**src/rtl/satatrn_rxfifo.sv**
```systemverilog
// SATA transport RX FIFO: buffers each FIS until its last word, then commits it
// whole; aborted or overflowed FISes are rewound. Optional length limit: SATATRN_RXFIFO_MAXLEN_EN.
module satatrn_rxfifo #(
    parameter int LGFIFO        = 4,
    parameter int HOLD_MARGIN   = 4,
    parameter int MAX_FIS_WORDS = 2049
) (
    input  logic        i_clk,
    input  logic        i_reset_n,
    input  logic        s_valid,
    input  logic [31:0] s_data,
    input  logic        s_last,
    input  logic        s_abort,
    output logic        o_full,
    output logic        o_empty,
    output logic        m_valid,
    input  logic        m_ready,
    output logic [31:0] m_data,
    output logic        m_last,
    output logic        o_success,
    output logic        o_dropped
);
    localparam logic [LGFIFO:0] DEPTH  = {1'b1, {LGFIFO{1'b0}}};
    localparam logic [LGFIFO:0] MARGIN = (LGFIFO+1)'(HOLD_MARGIN);
    localparam logic [LGFIFO:0] ONE    = (LGFIFO+1)'(1);

    logic [32:0]     mem [0:(1<<LGFIFO)-1];

    logic [LGFIFO:0] wr_ptr_q, wr_ptr_d;
    logic [LGFIFO:0] commit_ptr_q, commit_ptr_d;
    logic [LGFIFO:0] rd_ptr_q, rd_ptr_d;
    logic            drop_q, drop_d;
    logic            m_valid_q, m_valid_d;
    logic            full_q, full_d;
    logic            empty_q, empty_d;
    logic            success_q, dropped_q;

    logic [LGFIFO:0] fill, fill_next;
    logic            overflow, too_long, drop_eff;
    logic            accept, commit, discard, rd_en;

`ifdef SATATRN_RXFIFO_MAXLEN_EN
    localparam int LW = $clog2(MAX_FIS_WORDS + 1);
    localparam logic [LW-1:0] MAXW = LW'(MAX_FIS_WORDS);

    logic [LW-1:0] len_q, len_d;

    always_comb begin
        too_long = s_valid && !s_abort && !drop_q && (len_q >= MAXW);
        len_d    = len_q;
        if (commit || discard) begin
            len_d = '0;
        end else if (accept) begin
            len_d = len_q + LW'(1);
        end
    end

    always_ff @(posedge i_clk or negedge i_reset_n) begin
        if (!i_reset_n) begin
            len_q <= '0;
        end else begin
            len_q <= len_d;
        end
    end
`else
    assign too_long = 1'b0;
`endif

    always_comb begin
        fill     = wr_ptr_q - rd_ptr_q;
        overflow = s_valid && !s_abort && (fill == DEPTH);
        drop_eff = drop_q || overflow || too_long;
        accept   = s_valid && !s_abort && !drop_eff;
        commit   = accept && s_last;
        // A last word that arrives while dropping (including the word that overflows) ends the FIS.
        discard  = s_abort || (s_valid && s_last && drop_eff);
        rd_en    = m_valid_q && m_ready;

        wr_ptr_d     = wr_ptr_q;
        commit_ptr_d = commit_ptr_q;
        drop_d       = drop_eff;
        if (discard) begin
            wr_ptr_d = commit_ptr_q;
            drop_d   = 1'b0;
        end else if (accept) begin
            wr_ptr_d = wr_ptr_q + ONE;
        end
        if (commit) begin
            commit_ptr_d = wr_ptr_q + ONE;
        end
        rd_ptr_d = rd_en ? rd_ptr_q + ONE : rd_ptr_q;

        fill_next = wr_ptr_d - rd_ptr_d;
        full_d    = (DEPTH - fill_next) <= MARGIN;
        empty_d   = (fill_next == '0);
        // Compared against the pre-commit pointer so m_valid trails the commit edge by one cycle.
        m_valid_d = (rd_ptr_d != commit_ptr_q);
    end

    always_ff @(posedge i_clk or negedge i_reset_n) begin
        if (!i_reset_n) begin
            wr_ptr_q     <= '0;
            commit_ptr_q <= '0;
            rd_ptr_q     <= '0;
            drop_q       <= 1'b0;
            m_valid_q    <= 1'b0;
            full_q       <= 1'b0;
            empty_q      <= 1'b1;
            success_q    <= 1'b0;
            dropped_q    <= 1'b0;
        end else begin
            wr_ptr_q     <= wr_ptr_d;
            commit_ptr_q <= commit_ptr_d;
            rd_ptr_q     <= rd_ptr_d;
            drop_q       <= drop_d;
            m_valid_q    <= m_valid_d;
            full_q       <= full_d;
            empty_q      <= empty_d;
            success_q    <= commit;
            dropped_q    <= discard;
        end
    end

    always_ff @(posedge i_clk) begin
        if (accept) begin
            mem[wr_ptr_q[LGFIFO-1:0]] <= {s_last, s_data};
        end
    end

    assign m_valid   = m_valid_q;
    assign m_data    = mem[rd_ptr_q[LGFIFO-1:0]][31:0];
    assign m_last    = mem[rd_ptr_q[LGFIFO-1:0]][32];
    assign o_full    = full_q;
    assign o_empty   = empty_q;
    assign o_success = success_q;
    assign o_dropped = dropped_q;

endmodule
```
**config.mk**
```make
export PLATFORM = sky130hd
export DESIGN_NAME = satatrn_rxfifo
export DESIGN_NICKNAME = d
export VERILOG_FILES = /design/src/rtl/satatrn_rxfifo.sv
export SDC_FILE = /design/constraint.sdc
export NUM_CORES = 1
export LEC_CHECK = 0
export BUFFER_PORTS_ARGS = -buffer_cell sky130_fd_sc_hd__buf_4
export CORE_MARGIN = 2
export CORE_UTILIZATION = 45
export CTS_BUF_LIST = sky130_fd_sc_hd__clkbuf_4 sky130_fd_sc_hd__clkbuf_8
export DETAILED_ROUTE_END_ITERATION = 10
export GPL_TIMING_DRIVEN = 1
export PLACE_DENSITY = 0.75
export SLEW_MARGIN = 25
export SYNTH_ARGS = -nofsm -noshare
export SYNTH_HDL_FRONTEND = slang
export SYNTH_SLANG_ARGS = --single-unit
```
**constraint.sdc**
```tcl
create_clock -name i_clk -period 4.55 [get_ports i_clk]
set_input_delay 0.91 -clock i_clk [delete_from_list [all_inputs] [get_ports i_clk]]
set_output_delay 0.91 -clock i_clk [all_outputs]
set_load 0.05 [all_outputs]
```
==> run summary, run 1 <==
The stage delay of the slowest cell on the critical path is 0.61 ns. In this run the worst hold path is classified as in -> async. The endpoint identified for the worst register-to-register timing path is o_full. The proportion of synthesized chip area in sequential cells came out at 76.97%. TritonCTS built the clock tree. The first-pass GRT wire length came out at 65690 um. The post-synthesis instance area came out at 21280 um2. Setup repair after global routing left no endpoint under its margin. The launch point of the worst reg-to-reg path is wr_ptr_q[0]. The highest achievable clock rate came out at 244.2 MHz. The setup slack on the worst flop-to-flop path is 0.76 ns. For this block, the initial DRC count from the detailed router was 1036.

Detailed routing inserted a total of 9757 vias. The later-pin clock latency in the skew report came out at 0.67 ns. The leakage power is 7.952 nW.

The total nets after synthesis is 947. Counting every sink on the clock net gives 549. The cts-stage hold buffer count came out at 0. The final-layout setup total negative slack is 0 ns.

The final layout contains 1099 nets. The pin count of the biggest net entering global routing came out at 137. The cell count of the worst reg-to-reg path is 16. The sort of element at the end of the critical path is a primary output. The global-route total usage across every layer is 18.35%.

For this run, the number of Yosys warnings is 0. The number of port buffers came out at 75. The power spent charging and discharging nets is 5.182 mW. Summed over all layers, the global routing overflow is 0. The overall die height is 221.5 um. The number of inserted diodes is 0. The area of the core came out at 46650 um2. Among all flip-flop cells after synthesis, the most frequent one is edfxtp_1. The number of cells after detailed placement came out at 1564. The longest clock path from root to sink contains 3 buffers. The clock slew at the register clock pins of the worst setup and hold paths is 0.06 ns. The distinct cell type count of the synthesized netlist came out at 42. By area the synthesized netlist is led by edfxtp_1 (74%), mux4_2 (17%), dfrtp_1 (2.4%). The worst path needs 4.095 ns of the cycle, external delays included. The number of pins with negative max-slew slack in the final report is 0. The first-pass detailed-route iteration total is 8. The flow ran to the end, but the final reports show violations. The total of endpoints with negative setup slack in the final report came out at 0. The area overhead of the layout relative to synthesis came out at 15.45%. The effective utilization at floorplan is 45.62%.

Once the clock tree was built, the resizer swapped 0 gates to a different size. Combinational cells account for 35.6% of the total power. The top cell type by area accounts for 74.49% of the synthesized area.

The checks that failed: design-rule violations. Grouping stages by cell kind, the critical path spends the most delay in multiplexers. The residual DRC count came out at 2. The remaining antenna violation count came out at 0. Between clock sinks in the finished design, the worst skew comes to 0.02952 ns. The die covers 49050 um2. The number of rows created at floorplan came out at 79. The I/O pin count is 76.

The number of hold-slack violations in the final timing report is 0. The mean number of vias per cell came out at 5.676. The max-capacitance violation count is 0. The mean area per synthesized cell came out at 23.81 um2. The weighted congestion reported at the end of routability-driven placement came out at 0.8078.

In the final layout, the share of cells above drive strength 1 is 39.03%. The number of cells in the finished layout apart from fillers is 1719. The critical path goes through buf_12, mux4_2, mux4_2, buf_4. The fraction of the cycle the final worst path needs came out at 90.00%.

Sequential cells account for 38.1% of the total power. The element type at the critical path start is a register. The initial antenna violation count is 2. The signal arrival time at the worst endpoint is 3.19 ns.

The total CTS buffers came out at 87. The number of post-CTS setup repair buffers came out at 0. The power density normalized to cell area came out at 633.3 nW/um2. The remaining max-slew budget at the tightest pin is 35.97%. The detailed-route wire length per cell came out at 25.60 um. The die extent in x came out at 221.5 um. The required time of the critical path is 3.64 ns. The switching share of total power is 33.30%.

The number of global-route vias before repair came out at 10438. Of all nets on the critical path, the largest fanout is 104. Synthesis inferred 549 register bits. The H-tree depth came out at 3. The type of the worst setup path is reg -> out. Internal power comes to 10.38 mW. The number of enable-type register cells in the synthesized netlist came out at 528. For this design, the slowest cell found on the critical path is mux4_2.

Across the VDD grid, the largest voltage drop is 534.7 uV. The tree is rooted in a clkbuf_8. The worst-margin pin slew came out at 0.9604 ns. The dominant cell type by area after synthesis is edfxtp_1. The clock power share is 26.4%. The async set or reset register ratio after synthesis came out at 3.825%. The half-perimeter wire length of the detailed placement result came out at 22860 um.

The routed wire length came out at 44000 um. The cell count after synthesis came out at 894. Together, buffers and inverters on the worst path number 2. The cell that appears most often on the critical path is mux4_2.
[metal layers]
layer  vias to the layer above  track usage [%]  wire [um]
li1                       4123                -          -
met3                        76            4.315       3492
met4                         4            5.384        794
met2                       401            30.30      22280
met5                         -                0         25
met1                      5153            24.58      17410
[synth_stat cells, types with 10 or more instances]
cell type / number
buf_2: 10
clkbuf_1: 19
dfrtp_1: 20
edfxtp_1: 528
ha_1: 14
inv_1: 14
mux4_2: 165
nand2_1: 13
nor2_1: 20
xnor2_1: 14
[cell type report]
class,count,area [um2]
clock buffers,125,1501
clock inverters,30,205.2
fillers,3502,22080
inverters,16,60.06
multi-input cells,288,4751
flip-flops and latches,549,16390
well taps,607,759.5
repair buffers,104,905.9
[worst max-delay path by stage]
stage           startpoint          to  slack [ns]  cells past startpoint
2_1_floorplan  rd_ptr_q[1]      o_full        0.41                     20
3_3_place_gp       s_abort      o_full        0.71                     14
3_5_place_dp       s_abort      o_full        0.65                     14
4_1_cts        rd_ptr_q[0]  m_data[30]        0.36                      4
5_1_grt        rd_ptr_q[0]  m_data[26]        0.25                      4
6_report       rd_ptr_q[0]  m_data[26]        0.45                      4
[flip-flops by register name, indices dropped and copies added, names as in the netlist]
name	cells
m_valid	1
o_full	1
o_dropped	1
mem	528
commit_ptr_q	5
drop_q	1
wr_ptr_q	5
rd_ptr_q	5
o_empty	1
o_success	1
[kinds of logic (layout without fill, tap and decap cells)]
| kind of cell | count (synthesis) | in the layout | synth area share (%) |
|---|---|---|---|
| compound gates | 25 | 25 | 0.8699 |
| flops | 549 | 549 | 76.97 |
| mux | 167 | 167 | 17.57 |
| buf+inv | 57 | 275 | 1.346 |
| xor+xnor | 23 | 23 | 1.017 |
| simple gates | 58 | 58 | 1.317 |
| fa+ha+maj | 15 | 15 | 0.9171 |
[worst reg2reg max path, delay by kind of cell (launching register included)]
family	cells	cell delay, ns
flip-flops	1	0.45
AO/OA/AOI/OAI	5	0.69
AND/OR/NAND/NOR	2	0.55
adder cells (fa/ha/maj)	4	1.11
buffers and inverters	2	0.22
XOR/XNOR	3	0.69
[power groups by stage]
stage	clock network [mW]	registers, mW	logic (mW)
floorplan	0	6.01	4.19
global route	4.39	5.94	5.87
global placement	0	6.01	5.59
CTS	4.18	5.93	5.65
detailed placement	0	6.03	5.63
finish	4.10	5.92	5.54
[stage by stage]
| stage | setup slack, ns | utilization [%] | area [um2] | power [mW] | hold WS (ns) |
|---|---|---|---|---|---|
| 3_3_place_gp | 0.7059 | 49.01 | 22870 | 11.60 | 0.5151 |
| 3_5_place_dp | 0.6520 | 49.01 | 22870 | 11.66 | 0.5335 |
| 2_1_floorplan | 0.4058 | - | 21300 | 10.20 | 0.4890 |
| 5_1_grt | 0.2509 | 52.67 | 24570 | 16.20 | 0.1143 |
| 6_report | 0.4549 | 52.67 | 24570 | 15.56 | 0.1302 |
| 4_1_cts | 0.3590 | 52.67 | 24570 | 15.76 | 0.08903 |
[cells in the final DEF, fill, tap and decap left out, drive strengths merged, types with 5 or more instances in the layout]
master,n
nor3,7
clkinv,24
inv,19
a21oi,7
nand2,14
nor2,20
xor2,7
xnor2,16
o21ai,5
ha,14
nand3,5
mux4,165
buf,104
dfrtp,20
clkbuf,125
edfxtp,528
Note: power is estimated with default switching activity, not from simulation.
==> inputs of run 2 (changes only) <==
PLACE_DENSITY = not set   (was 0.75)
==> run 2 against run 1 <==
  * The run still ends with design-rule violations left
  * Combinational power about the same
  * Routed wire length rose by 2.3%
  * Hold slack improved by 0.0081 ns
  * Clock power rose by 8.0%
  * Critical path depth unchanged
  * Register-to-register slack worse by 0.08 ns
  * Critical endpoint is now m_data[7]
  * Design area rose by 0.89%
  * Non-clock buffer count is the same
  * Die area did not move
  * Global-route usage rose by 0.59 points
  * Sequential share of layout area fell by 0.59 points
==> run summary, run 2 (synthesized netlist as in run 1, its figures left out) <==
The die extent in x is 221.5 um. The final critical-path setup slack came out at 0.6623 ns. In the routed design, unresolved DRC markers number 4. The final-layout setup total negative slack came out at 0 ns. The remaining antenna violation count is 0.

TritonCTS built the clock tree. The final reports fail on design-rule violations. For this run, the top clock speed supported by timing is 257.2 MHz.

After the last flow step, the layout net total stands at 1101. The clock passes through at most 3 buffers. The number of resized instances in the post-cts repair step is 0. The detailed-route wire length per cell is 26.01 um. The number of pins with negative max-slew slack in the final report was 0. By startpoint and endpoint, the worst setup path is classified as reg -> out. The area of the core is 46650 um2. The worst register-to-register path has a depth of 17. The H-tree depth came out at 3. The worst setup slack after placement is 0.5916 ns. The commonest non-fill, non-tap cell in the layout is edfxtp_1. STA classifies the critical path startpoint as a register. The share of layout cells above drive strength 1 came out at 39.36%. Clock-pin slew was measured on the worst setup and hold paths at 0.06 ns. The maximum fanout along the worst path came out at 136. The overall die height came out at 221.5 um. The final critical-path required period came out at 3.888 ns. The fraction of the core area covered by cells at the end of the flow came out at 53.14%.

The buffer type at the clock tree root is clkbuf_8. The total CTS buffers is 89. The mean number of vias per cell is 5.617. The wire-length estimate of the detail-placed layout is 22850 um. Setup repair after global routing left no endpoint under its margin.

The sort of element at the end of the critical path is a primary output. The flip-flop count of the largest register, all copies and words added is 528. The setup slack on the worst flop-to-flop path is 0.68 ns. The worst flop-to-flop path endpoint is o_full. The number of vias in the routed layout came out at 9717. In this run the tightest slew margin relative to its limit is 35.82%.

Once the floorplan was initialized, standard cells occupied 45.62% of the core. The pin count of the biggest net entering global routing came out at 137. At the end of routability-driven placement, the weighted congestion stood at 0.7379. The number of port buffers is 75. The signal arrival time at the worst endpoint is 2.98 ns.

The library cells used most frequently in the layout, excluding fill and tap cells, are edfxtp_1 (528), mux4_2 (165), clkbuf_8 (91), buf_4 (90), clkinv_1 (23). Once the clock tree was built, the setup fixing pass inserted 0 buffers. The run finished, with violations left. The first global-routing pass estimated 67130 um of wire. The initial antenna violation count was 2. The worst path uses 85.44% of the clock period. The I/O pin count came out at 76. The number of hold-slack violations in the final timing report came out at 0. After detailed routing, the total wire length is 45000 um. VDD sags by at most 502.8 uV. The first TritonRoute pass finished after 8 iterations. Hold is met by 0.1382 ns. The sum of overflow across all layers after global routing came out at 0.

The area overhead of the layout relative to synthesis came out at 16.48%. The cts-stage hold buffer count is 0. The die covers 49050 um2. The later-pin clock latency in the skew report came out at 0.66 ns. The number of sinks handled by clock tree synthesis came out at 549. The detailed router finished its first iteration with 817 violations. The worst-margin pin slew is 0.9627 ns.

The path type of the worst min-delay path is in -> async. Across every metal layer, demand over resource in global routing totals 18.95%. The number of global-route vias before repair came out at 10619.

The floorplan has 79 rows. The repair_antennas step left the layout with diodes totalling 0. Setup violations remaining at the end of the flow were counted as 0. The worst setup skew after layout is 0.02390 ns. The leakage power is 8.045 nW.

The launch point of the worst reg-to-reg path is wr_ptr_q[0]. The max-capacitance violation count is 0. The required time of the critical path came out at 3.64 ns. In this run the power density over the cells is 641.6 nW/um2.
## run 2: metrics by stage
step | cells | cell area, um2 | total power [mW]
after floorplan | 894 | 21300 | 10.20
after global placement | 1564 | 22920 | 11.64
after detailed placement | 1564 | 22920 | 11.68
after CTS | 1730 | 24790 | 16.15
after global routing | 1730 | 24790 | 16.64
final | 1730 | 24790 | 15.91
## run 2: worst max path at each step
stage                            from    endpoint  slack (ns)
after floorplan           rd_ptr_q[1]      o_full        0.41
after global placement        s_abort      o_full        0.71
after detailed placement      s_abort      o_full        0.59
after CTS                 rd_ptr_q[0]  m_data[23]        0.57
after global routing      wr_ptr_q[0]      o_full        0.38
final                     rd_ptr_q[1]   m_data[7]        0.66
## run 2: routing by layer
metal | up-vias | GRT usage [%] | part of all wire (%)
li1 | 4134 | - | -
met1 | 5262 | 25.33 | 42
met2 | 251 | 31.27 | 51
met3 | 66 | 3.970 | 5.5
met4 | 4 | 6.517 | 2.0
met5 | - | 0 | 0.064
## run 2: final cells by class
| type | count | area, um2 |
|---|---|---|
| well taps | 607 | 759.5 |
| multi-input cells | 288 | 4751 |
| repair buffers | 104 | 955.9 |
| clock inverters | 53 | 456.7 |
| inverters | 16 | 61.31 |
| fillers | 3619 | 21860 |
| flip-flops and latches | 549 | 16390 |
| clock buffers | 113 | 1418 |
## run 2: worst max-delay path, cell delays in order (launching register included)
cell	delay [ns]
dfrtp_4	0.43
buf_12	0.62
mux4_2	0.42
mux4_2	0.53
buf_4	0.22
## run 2: power breakdown
part / switching (mW) / internal [mW] / total [mW]
clock: 1.92 / 2.51 / 4.43
combinational: 3.21 / 2.34 / 5.55
sequential: 0.112 / 5.81 / 5.92
==> inputs of run 3 (changes only) <==
CORE_UTILIZATION = 58   (was 45)
PLACE_DENSITY = 0.78   (was not set)
SETUP_SLACK_MARGIN = 0.3   (was not set)
==> run 3 against run 2 <==
  * The run now ends clean
  * Hold slack gained 0.036 ns
  * Utilization grew 14 points
  * Register-to-register slack lost 0.11 ns
  * Global-route usage grew 3.9 points
  * Fmax shrank 3.2%
  * Final cell count shrank 9.0%
  * Highest routed layer is now met4
==> run summary, run 3 (synthesized netlist as in run 1, its figures left out) <==
The run finished with clean final reports. The clock passes through at most 3 buffers. The area overhead of the layout relative to synthesis came out at 14.11%.

TritonCTS built the clock tree. The highest achievable clock rate came out at 248.9 MHz. For flop-to-flop paths, the worst setup slack is 0.57 ns. The most critical setup path has its startpoint at rd_ptr_q[0]. The flip-flop count of the largest register, all copies and words added came out at 528. The worst register-to-register path begins at wr_ptr_q[0].

The sum of overflow across all layers after global routing came out at 0. The buffer type at the clock tree root is clkbuf_8. The number of violations reported at the end of detailed-routing iteration 0 came out at 963. CTS built an H-tree with a depth of 3. Setup repair after global routing left no endpoint under its margin. Across the run, the number of max-cap violations was 0. The area of the core is 36350 um2. The initial antenna violation count is 0.

The setup path with the least slack is of type reg -> out. The count of buffers added on input and output ports is 75. The number of inserted diodes came out at 0.

The number of resized instances in the post-cts repair step came out at 0. The signal arrival time at the worst endpoint is 3.11 ns. The weighted congestion reported at the end of routability-driven placement is 0.8090. The number of pins with negative max-slew slack in the final report came out at 0. The pin count of the biggest net entering global routing came out at 137. The worst voltage drop across the vdd grid came out at 710.8 uV.

The leakage power came out at 7.908 nW. The number of hold-slack violations in the final timing report is 0. The final critical path takes up 88.29% of the cycle.

Using the TritonRoute via totals, the vias-per-cell ratio works out to 6.211. The first global-routing pass estimated 63080 um of wire. The worst setup path is captured at a primary output. The number of sinks handled by clock tree synthesis came out at 549. Pin placement for this block handled 76 I/O pins. The post-layout total power came out at 15.24 mW.

The overall die height came out at 195.6 um. The detailed-route wire length per cell came out at 26.50 um. In the layout the commonest cells are edfxtp_1 (528), mux4_2 (165), buf_4 (98), clkbuf_8 (90), clkbuf_4 (29).

The worst hold path belongs to the class in -> async. The cell count of the worst reg-to-reg path is 17. For the pin with the worst max-slew slack, the measured transition is 0.9003 ns. The net count reported at finish is 1098. The routed wire length is 41720 um.

The die extent in x is 195.6 um. The worst setup skew after layout came out at 0.02866 ns. The later-pin clock latency in the skew report is 0.62 ns. The number of vias in the routed layout came out at 9776. In this run, CTS created clock tree buffers numbering 84. The residual DRC count came out at 0. The number of post-CTS setup repair buffers is 0. The area enclosed by the die boundary came out at 38250 um2. The effective utilization at floorplan is 58.56%. The remaining max-slew budget at the tightest pin came out at 39.98%. The total of endpoints with negative setup slack in the final report came out at 0. The number of global-route vias before repair is 10339.

The library cell used most frequently in the layout, excluding fill and tap cells, is edfxtp_1. The maximum fanout along the worst path is 99. The final critical-path required period is 4.017 ns. STA classifies the critical path startpoint as a register. The share of layout cells above drive strength 1 is 38.97%. After clock tree synthesis, the flow added hold-fix buffers numbering 0. After routing, the total negative slack on setup checks comes to 0 ns. The worst flop-to-flop path endpoint is o_full. The first-pass detailed-route iteration total is 5. The detail route stage leaves a number of antenna-violating nets equal to 0.

The power density normalized to cell area is 627.6 nW/um2. The half-perimeter wire length of the detailed placement result came out at 22220 um. The number of rows created at floorplan came out at 70. Data on the critical path is required at its endpoint by 3.64 ns. The global-route total usage across every layer is 22.85%. After clock tree synthesis, the clock-pin slew on the worst setup and hold paths is 0.06 ns.
[run 3: worst max-delay path by stage]
stage                       to  slack, ns
floorplan               o_full       0.41
global placement        o_full       0.67
detailed placement      o_full       0.53
CTS                 m_data[19]       0.47
global route            o_full       0.37
finish              m_data[17]       0.53
[run 3: through the flow]
step                      hold slack [ns]  setup slack (ns)  util (%)  instances  instance area (um2)
final                              0.1742            0.5329     66.82       1574                24290
after global routing               0.1604            0.3678     66.82       1574                24290
after CTS                          0.1270            0.4684     66.82       1574                24290
after detailed placement           0.5208            0.5263     62.41       1427                22680
after global placement             0.5272            0.6711     62.41       1427                22680
after floorplan                    0.4890            0.4058         -        894                21300
[run 3: cell type report]
| class | count | area, um2 |
|---|---|---|
| clock buffer | 119 | 1456 |
| sequential | 549 | 16390 |
| tap | 468 | 585.6 |
| inverter | 16 | 60.06 |
| timing repair buffer | 106 | 895.9 |
| multi-input combinational | 288 | 4751 |
| fill | 2167 | 12060 |
| clock inverter | 28 | 148.9 |
[run 3: critical path, stage by stage, from the launching register on]
cell     delay, ns
dfrtp_4       0.44
buf_12        0.59
mux4_2        0.62
mux4_2        0.51
buf_4         0.21
[run 3: layer usage]
layer / vias up / track usage, % / share of wire [%]
met1: 5123 / 32.24 / 39
met4: 0 / 8.397 / 2.6
met3: 97 / 4.439 / 8.5
met2: 448 / 36.40 / 50
met5: - / 0 / 0
li1: 4108 / - / -
[run 3: report_power, final]
group | internal, mW | switching, mW
sequential | 5.81 | 0.116
combinational | 2.33 | 3.14
clock | 2.11 | 1.75
